## config.mk

```make
export PLATFORM = sky130hd
export DESIGN_NAME = sudoku_grid_loader_flat
export DESIGN_NICKNAME = d
export VERILOG_FILES = /design/src/rtl/sudoku_grid_loader_if.sv /design/src/rtl/sudoku_grid_loader.sv /design/src/flat_wrapper.sv
export SDC_FILE = /design/constraint.sdc
export NUM_CORES = 2
export LEC_CHECK = 0
export BUFFER_PORTS_ARGS = -buffer_cell sky130_fd_sc_hd__buf_2
export CORE_AREA = 2 2 293 295
export CTS_CLUSTER_SIZE = 14
export DETAILED_ROUTE_END_ITERATION = 10
export DIE_AREA = 0 0 295 297
export PLACE_DENSITY_LB_ADDON = 0.12
export REMOVE_ABC_BUFFERS = 1
export SLEW_MARGIN = 20
export SYNTH_ARGS = -nofsm -noshare
export SYNTH_HDL_FRONTEND = slang
export SYNTH_SLANG_ARGS = --single-unit
export TNS_END_PERCENT = 20
```

## constraint.sdc

```tcl
create_clock -name i_Clk -period 56.7 [get_ports i_Clk]
set_clock_uncertainty 0.1 [all_clocks]
set_input_delay 8.505 -clock i_Clk [delete_from_list [all_inputs] [get_ports i_Clk]]
set_output_delay 8.505 -clock i_Clk [all_outputs]
set_load 0.02 [all_outputs]
```

## src/rtl/sudoku_grid_loader_if.sv

```systemverilog
// Puzzle byte stream in, initial grid and load status out.
interface sudoku_grid_loader_if;
    logic              i_Valid;
    logic [7:0]        i_Byte;
    logic              o_Ready;
    logic              i_Consume;
    logic [80:0][8:0]  o_Grid;
    logic              o_GridValid;
    logic [6:0]        o_Givens;
    logic              o_Error;
    logic [1:0]        o_ErrCode;
    logic [6:0]        o_CellIdx;

    modport master (
        output i_Valid, i_Byte, i_Consume,
        input  o_Ready, o_Grid, o_GridValid, o_Givens, o_Error, o_ErrCode, o_CellIdx
    );
    modport slave (
        input  i_Valid, i_Byte, i_Consume,
        output o_Ready, o_Grid, o_GridValid, o_Givens, o_Error, o_ErrCode, o_CellIdx
    );
endinterface

```

## src/rtl/sudoku_grid_loader.sv

```systemverilog
// Converts an ASCII puzzle stream into a one-hot 81-cell grid, rejecting
// illegal characters and givens that clash with their row, column or box.
module sudoku_grid_loader #(
    parameter bit ALLOW_DOT   = 1'b1,
    parameter bit CHECK_DUPES = 1'b1
) (
    input  logic                 i_Clk,
    input  logic                 i_Rst,
    sudoku_grid_loader_if.slave  bus
);
    typedef enum logic [1:0] {LOAD, DONE, ERR} state_t;

    state_t            state, state_nxt;
    logic [80:0][8:0]  grid;
    logic [8:0][8:0]   row_used, col_used, box_used;
    logic [3:0]        r, c, box;
    logic [1:0]        rsub, csub, br, bc;
    logic [6:0]        idx, givens;
    logic [1:0]        err_code;

    logic              is_digit, is_blank, is_ws, accept, bad_char, dup, cell_ok;
    logic [8:0]        onehot;

    // Box number from the 0..2 box-row/box-column counters; no division needed.
    assign box = 4'(br) * 4'd3 + 4'(bc);

    always_comb begin
        is_digit = (bus.i_Byte >= 8'h31) && (bus.i_Byte <= 8'h39);
        is_blank = (bus.i_Byte == 8'h30) || (ALLOW_DOT && (bus.i_Byte == 8'h2E));
        is_ws    = (bus.i_Byte == 8'h20) || (bus.i_Byte == 8'h09) ||
                   (bus.i_Byte == 8'h0A) || (bus.i_Byte == 8'h0D);
        onehot   = is_digit ? (9'd1 << (bus.i_Byte[3:0] - 4'd1)) : 9'd0;
        dup      = CHECK_DUPES && is_digit &&
                   (|(onehot & (row_used[r] | col_used[c] | box_used[box])));
        accept   = (state == LOAD) && bus.i_Valid;
        bad_char = accept && !(is_digit || is_blank || is_ws);
        cell_ok  = accept && (is_digit || is_blank) && !dup;
    end

    always_comb begin
        state_nxt = state;
        if (bus.i_Consume)
            state_nxt = LOAD;
        else if (bad_char || (accept && dup))
            state_nxt = ERR;
        else if (cell_ok && (idx == 7'd80))
            state_nxt = DONE;
    end

    always_ff @(posedge i_Clk or posedge i_Rst) begin
        if (i_Rst) state <= LOAD;
        else       state <= state_nxt;
    end

    always_ff @(posedge i_Clk or posedge i_Rst) begin
        if (i_Rst) begin
            grid     <= '0;
            row_used <= '0;
            col_used <= '0;
            box_used <= '0;
            r        <= '0;
            c        <= '0;
            rsub     <= '0;
            csub     <= '0;
            br       <= '0;
            bc       <= '0;
            idx      <= '0;
            givens   <= '0;
            err_code <= '0;
        end else if (bus.i_Consume) begin
            // Consume wins over a coincident byte, which is simply dropped.
            grid     <= '0;
            row_used <= '0;
            col_used <= '0;
            box_used <= '0;
            r        <= '0;
            c        <= '0;
            rsub     <= '0;
            csub     <= '0;
            br       <= '0;
            bc       <= '0;
            idx      <= '0;
            givens   <= '0;
            err_code <= '0;
        end else begin
            if (bad_char)          err_code <= 2'd1;
            else if (accept && dup) err_code <= 2'd2;

            if (cell_ok) begin
                grid[idx]     <= onehot;
                row_used[r]   <= row_used[r] | onehot;
                col_used[c]   <= col_used[c] | onehot;
                box_used[box] <= box_used[box] | onehot;
                givens        <= givens + 7'(is_digit);
                idx           <= idx + 7'd1;
                if (c == 4'd8) begin
                    c    <= '0;
                    csub <= '0;
                    bc   <= '0;
                    r    <= r + 4'd1;
                    if (rsub == 2'd2) begin
                        rsub <= '0;
                        br   <= br + 2'd1;
                    end else begin
                        rsub <= rsub + 2'd1;
                    end
                end else begin
                    c <= c + 4'd1;
                    if (csub == 2'd2) begin
                        csub <= '0;
                        bc   <= bc + 2'd1;
                    end else begin
                        csub <= csub + 2'd1;
                    end
                end
            end
        end
    end

    assign bus.o_Ready     = (state == LOAD);
    assign bus.o_GridValid = (state == DONE);
    assign bus.o_Error     = (state == ERR);
    assign bus.o_ErrCode   = err_code;
    assign bus.o_CellIdx   = idx;
    assign bus.o_Givens    = givens;
    assign bus.o_Grid      = grid;
endmodule
```

## src/flat_wrapper.sv

```systemverilog
// flat-port wrapper written by rule: the top's interface ports become plain ports
module sudoku_grid_loader_flat 
#(
    parameter bit ALLOW_DOT   = 1'b1,
    parameter bit CHECK_DUPES = 1'b1
)
  (i_Clk, i_Rst, bus_i_Valid, bus_i_Byte, bus_i_Consume, bus_o_Ready, bus_o_Grid, bus_o_GridValid, bus_o_Givens, bus_o_Error, bus_o_ErrCode, bus_o_CellIdx);
  sudoku_grid_loader_if bus_i ();
  input  logic i_Clk;
  input  logic i_Rst;
  input wire logic [$bits(bus_i.i_Valid)-1:0] bus_i_Valid;
  input wire logic [$bits(bus_i.i_Byte)-1:0] bus_i_Byte;
  input wire logic [$bits(bus_i.i_Consume)-1:0] bus_i_Consume;
  output wire logic [$bits(bus_i.o_Ready)-1:0] bus_o_Ready;
  output wire logic [$bits(bus_i.o_Grid)-1:0] bus_o_Grid;
  output wire logic [$bits(bus_i.o_GridValid)-1:0] bus_o_GridValid;
  output wire logic [$bits(bus_i.o_Givens)-1:0] bus_o_Givens;
  output wire logic [$bits(bus_i.o_Error)-1:0] bus_o_Error;
  output wire logic [$bits(bus_i.o_ErrCode)-1:0] bus_o_ErrCode;
  output wire logic [$bits(bus_i.o_CellIdx)-1:0] bus_o_CellIdx;
  assign bus_i.i_Valid = bus_i_Valid;
  assign bus_i.i_Byte = bus_i_Byte;
  assign bus_i.i_Consume = bus_i_Consume;
  assign bus_o_Ready = bus_i.o_Ready;
  assign bus_o_Grid = bus_i.o_Grid;
  assign bus_o_GridValid = bus_i.o_GridValid;
  assign bus_o_Givens = bus_i.o_Givens;
  assign bus_o_Error = bus_i.o_Error;
  assign bus_o_ErrCode = bus_i.o_ErrCode;
  assign bus_o_CellIdx = bus_i.o_CellIdx;
  sudoku_grid_loader #(.ALLOW_DOT(ALLOW_DOT), .CHECK_DUPES(CHECK_DUPES)) u_core (.i_Clk(i_Clk), .i_Rst(i_Rst), .bus(bus_i));
endmodule
```

==> run metrics <==
TritonCTS Sinks=1006; YS warnings=0; H-tree depth=3; Routed Antenna Nets=0; Critical path buffers and inverters=4; routed vias/inst=6.21; crit-path max FO=47; ys async rst share=100%; crit path kind=in -> reg; post-synth top area cell=dfrtp_1; Area Growth Syn to Fin=19.6%; Final Hold Fails=0; slowest CP cell=nor3_2; vias post-DR=35700; RSZ-0062 raised after global routing=no; syn_area_per_cell=10.9 sq um; Site Rows=107; pwr dens=29.3 nW/um^2; Routed WL=165000 um; maxcap violations=0; Worst Setup Start Kind=input pin; DR iter-0 viols=3861; crit path DAT=12810 ps; GPL Wtd Cong=0.915; total grt overflow=0; cell area after synthesis=42100 sq um; core area=84500 sq um; Commonest cells post-synth=dfrtp_1 (1006), nand2_1 (974), o22ai_1 (592); Slew headroom=17.4%; register area share after synthesis=59.8%; Leak=0.0237 uW; Die Ht=297 um; Yosys reg bits=1006; Min Hold Slack=382 ps; Setup crit end kind=flop; chip width=295 um; share of layout cells above drive strength 1=24.0%; wire per inst=28.7 um; ANT cells=0; Yosys top cell area share=59.8%; Worst VDD drop=0.0000242 V; DRT Pass-1 Iters=5; Root Driver=clkbuf_16; CTS tree=built; initial antenna violation count=1; Final Max Tran Viols=0; largest net degree at the start of global routing=250; final worst path period share=21.9%; Remaining DRCs=0; Distinct cells, synth=66; setup TNS=0 ps; Final setup viols=0; setup bufs post-CTS=0; Final nets=4542; Hold Crit Class=reg -> reg; ranking of synthesized cells by area=dfrtp_1 (60%), o22ai_1 (8.8%), nand2_1 (8.7%), mux2i_1 (7.4%), o2bb2ai_1 (2.9%); cts hold-fix bufs=0; first-pass GRT wire length=239000 um; CP top delay family=simple AND/OR/NAND/NOR gates; status=finished clean; clk_lat worst skew=670 ps; Top Ports=760; dpl hpwl=110000 um; die area=87600 sq um; Post-synth EDFFs=0; Post-Synthesis Cells=3874; Required @ worst endpoint=57100 ps; Worst path most repeated cell=buf_4; post_cts resized=0; total global-route track usage=36.7%; Synth Flop Type=dfrtp_1; Fmax=0.0805 GHz; CTS buffer count=106; Final min period=12420 ps; Reg clk slew, reported paths=60 ps; CP max stage delay=780 ps; Worst-Margin Slew=1240 ps; clk buf depth=3; vias in the first global route=33600; count leader, synth=dfrtp_1; Starting Density=49.9%; I/O Buffers=759; crit-path cells=buf_2, nand2b_1, nor3_2, buf_4, o311ai_0, o31a_1, o221ai_1, nor3_1, nand3_4, buf_4, buf_4, nor3_2, o22ai_1
path summary, 6_finish.rpt:
kind | from | to | slack (ps) | cells after the start
min reg2reg | u_core.bus.o_Grid[245] | u_core.bus.o_Grid[245] | 380 | 1
min in group asynchronous | i_Rst | u_core.bus.o_Grid[388] | 7930 | 2
max reg2reg | u_core.br[0] | u_core.bus.o_Grid[121] | 49930 | 14
max in group asynchronous | i_Rst | u_core.bus.o_Grid[337] | 45330 | 5
max | bus_i_Byte[1] | u_core.bus.o_Grid[121] | 44280 | 13
min | u_core.bus.o_Grid[245] | u_core.bus.o_Grid[245] | 380 | 1
state kept, by name, indices dropped and copies added (netlist names):
| name | count |
|---|---|
| u_core.bus.o_Grid | 729 |
| u_core.box_used | 81 |
| u_core.col_used | 81 |
| u_core.row_used | 81 |
| u_core.bus.o_CellIdx | 7 |
| u_core.bus.o_Givens | 7 |
| u_core.c | 4 |
| u_core.r | 4 |
| u_core.bc | 2 |
| u_core.br | 2 |
| u_core.bus.o_ErrCode | 2 |
| u_core.csub | 2 |
| u_core.rsub | 2 |
| u_core.state | 2 |
cells in the final DEF (no fill, tap or decap), types with 31 or more instances in the layout:
cell type,count
dfrtp_1,1006
nand2_1,974
buf_2,758
o22ai_1,592
mux2i_1,310
o2bb2ai_1,140
clkbuf_16,106
nor3_2,61
buf_4,48
a21oi_1,47
o21ai_0,46
inv_1,36
nand3_1,31
clkbuf_1,31
through the flow:
step	worst slack (ps)	cell area [sq um]	total power, uW	util (%)	instances
6_report	44280	50400	1480	59.7	5743
5_1_grt	44140	50400	1510	59.7	5743
4_1_cts	44440	50300	1480	59.6	5741
3_5_place_dp	43770	46700	769	55.3	5547
3_3_place_gp	43880	46700	769	55.3	5547
2_1_floorplan	19790	40900	756	-	3593
per-layer routing:
metal,GRT usage (%),up-vias,wire [um]
met5,0,-,0
met4,20.0,0,10400
met3,8.98,403,15300
met2,54.8,1814,74400
met1,49.5,18200,64500
li1,-,15300,-
power by group:
group          internal, uW  total [uW]  switching (uW)  leakage (uW)
registers               718         718           0.266        0.0141
clock network           422         721             299       0.00177
logic                  4.27        37.7            33.5       0.00790
total                  1140        1480             333        0.0237
area by class of cell:
| class | instances | area (sq um) |
|---|---|---|
| well taps | 1144 | 1430 |
| repair buffers | 812 | 4290 |
| clock buffers | 160 | 3090 |
| flip-flops and latches | 1006 | 25200 |
| fillers | 7250 | 34100 |
| clock inverters | 34 | 515 |
| inverters | 41 | 169 |
| multi-input cells | 2546 | 15700 |
cells by family after synthesis:
group	after synthesis	share of synthesized area [%]
compound gates	933	14.9
xor+xnor	3	0.0624
fa+ha+maj	17	0.541
buf+inv	322	3.30
flops	1006	59.8
mux	329	8.02
simple gates	1264	13.4
Note: power is estimated with default switching activity, not from simulation.
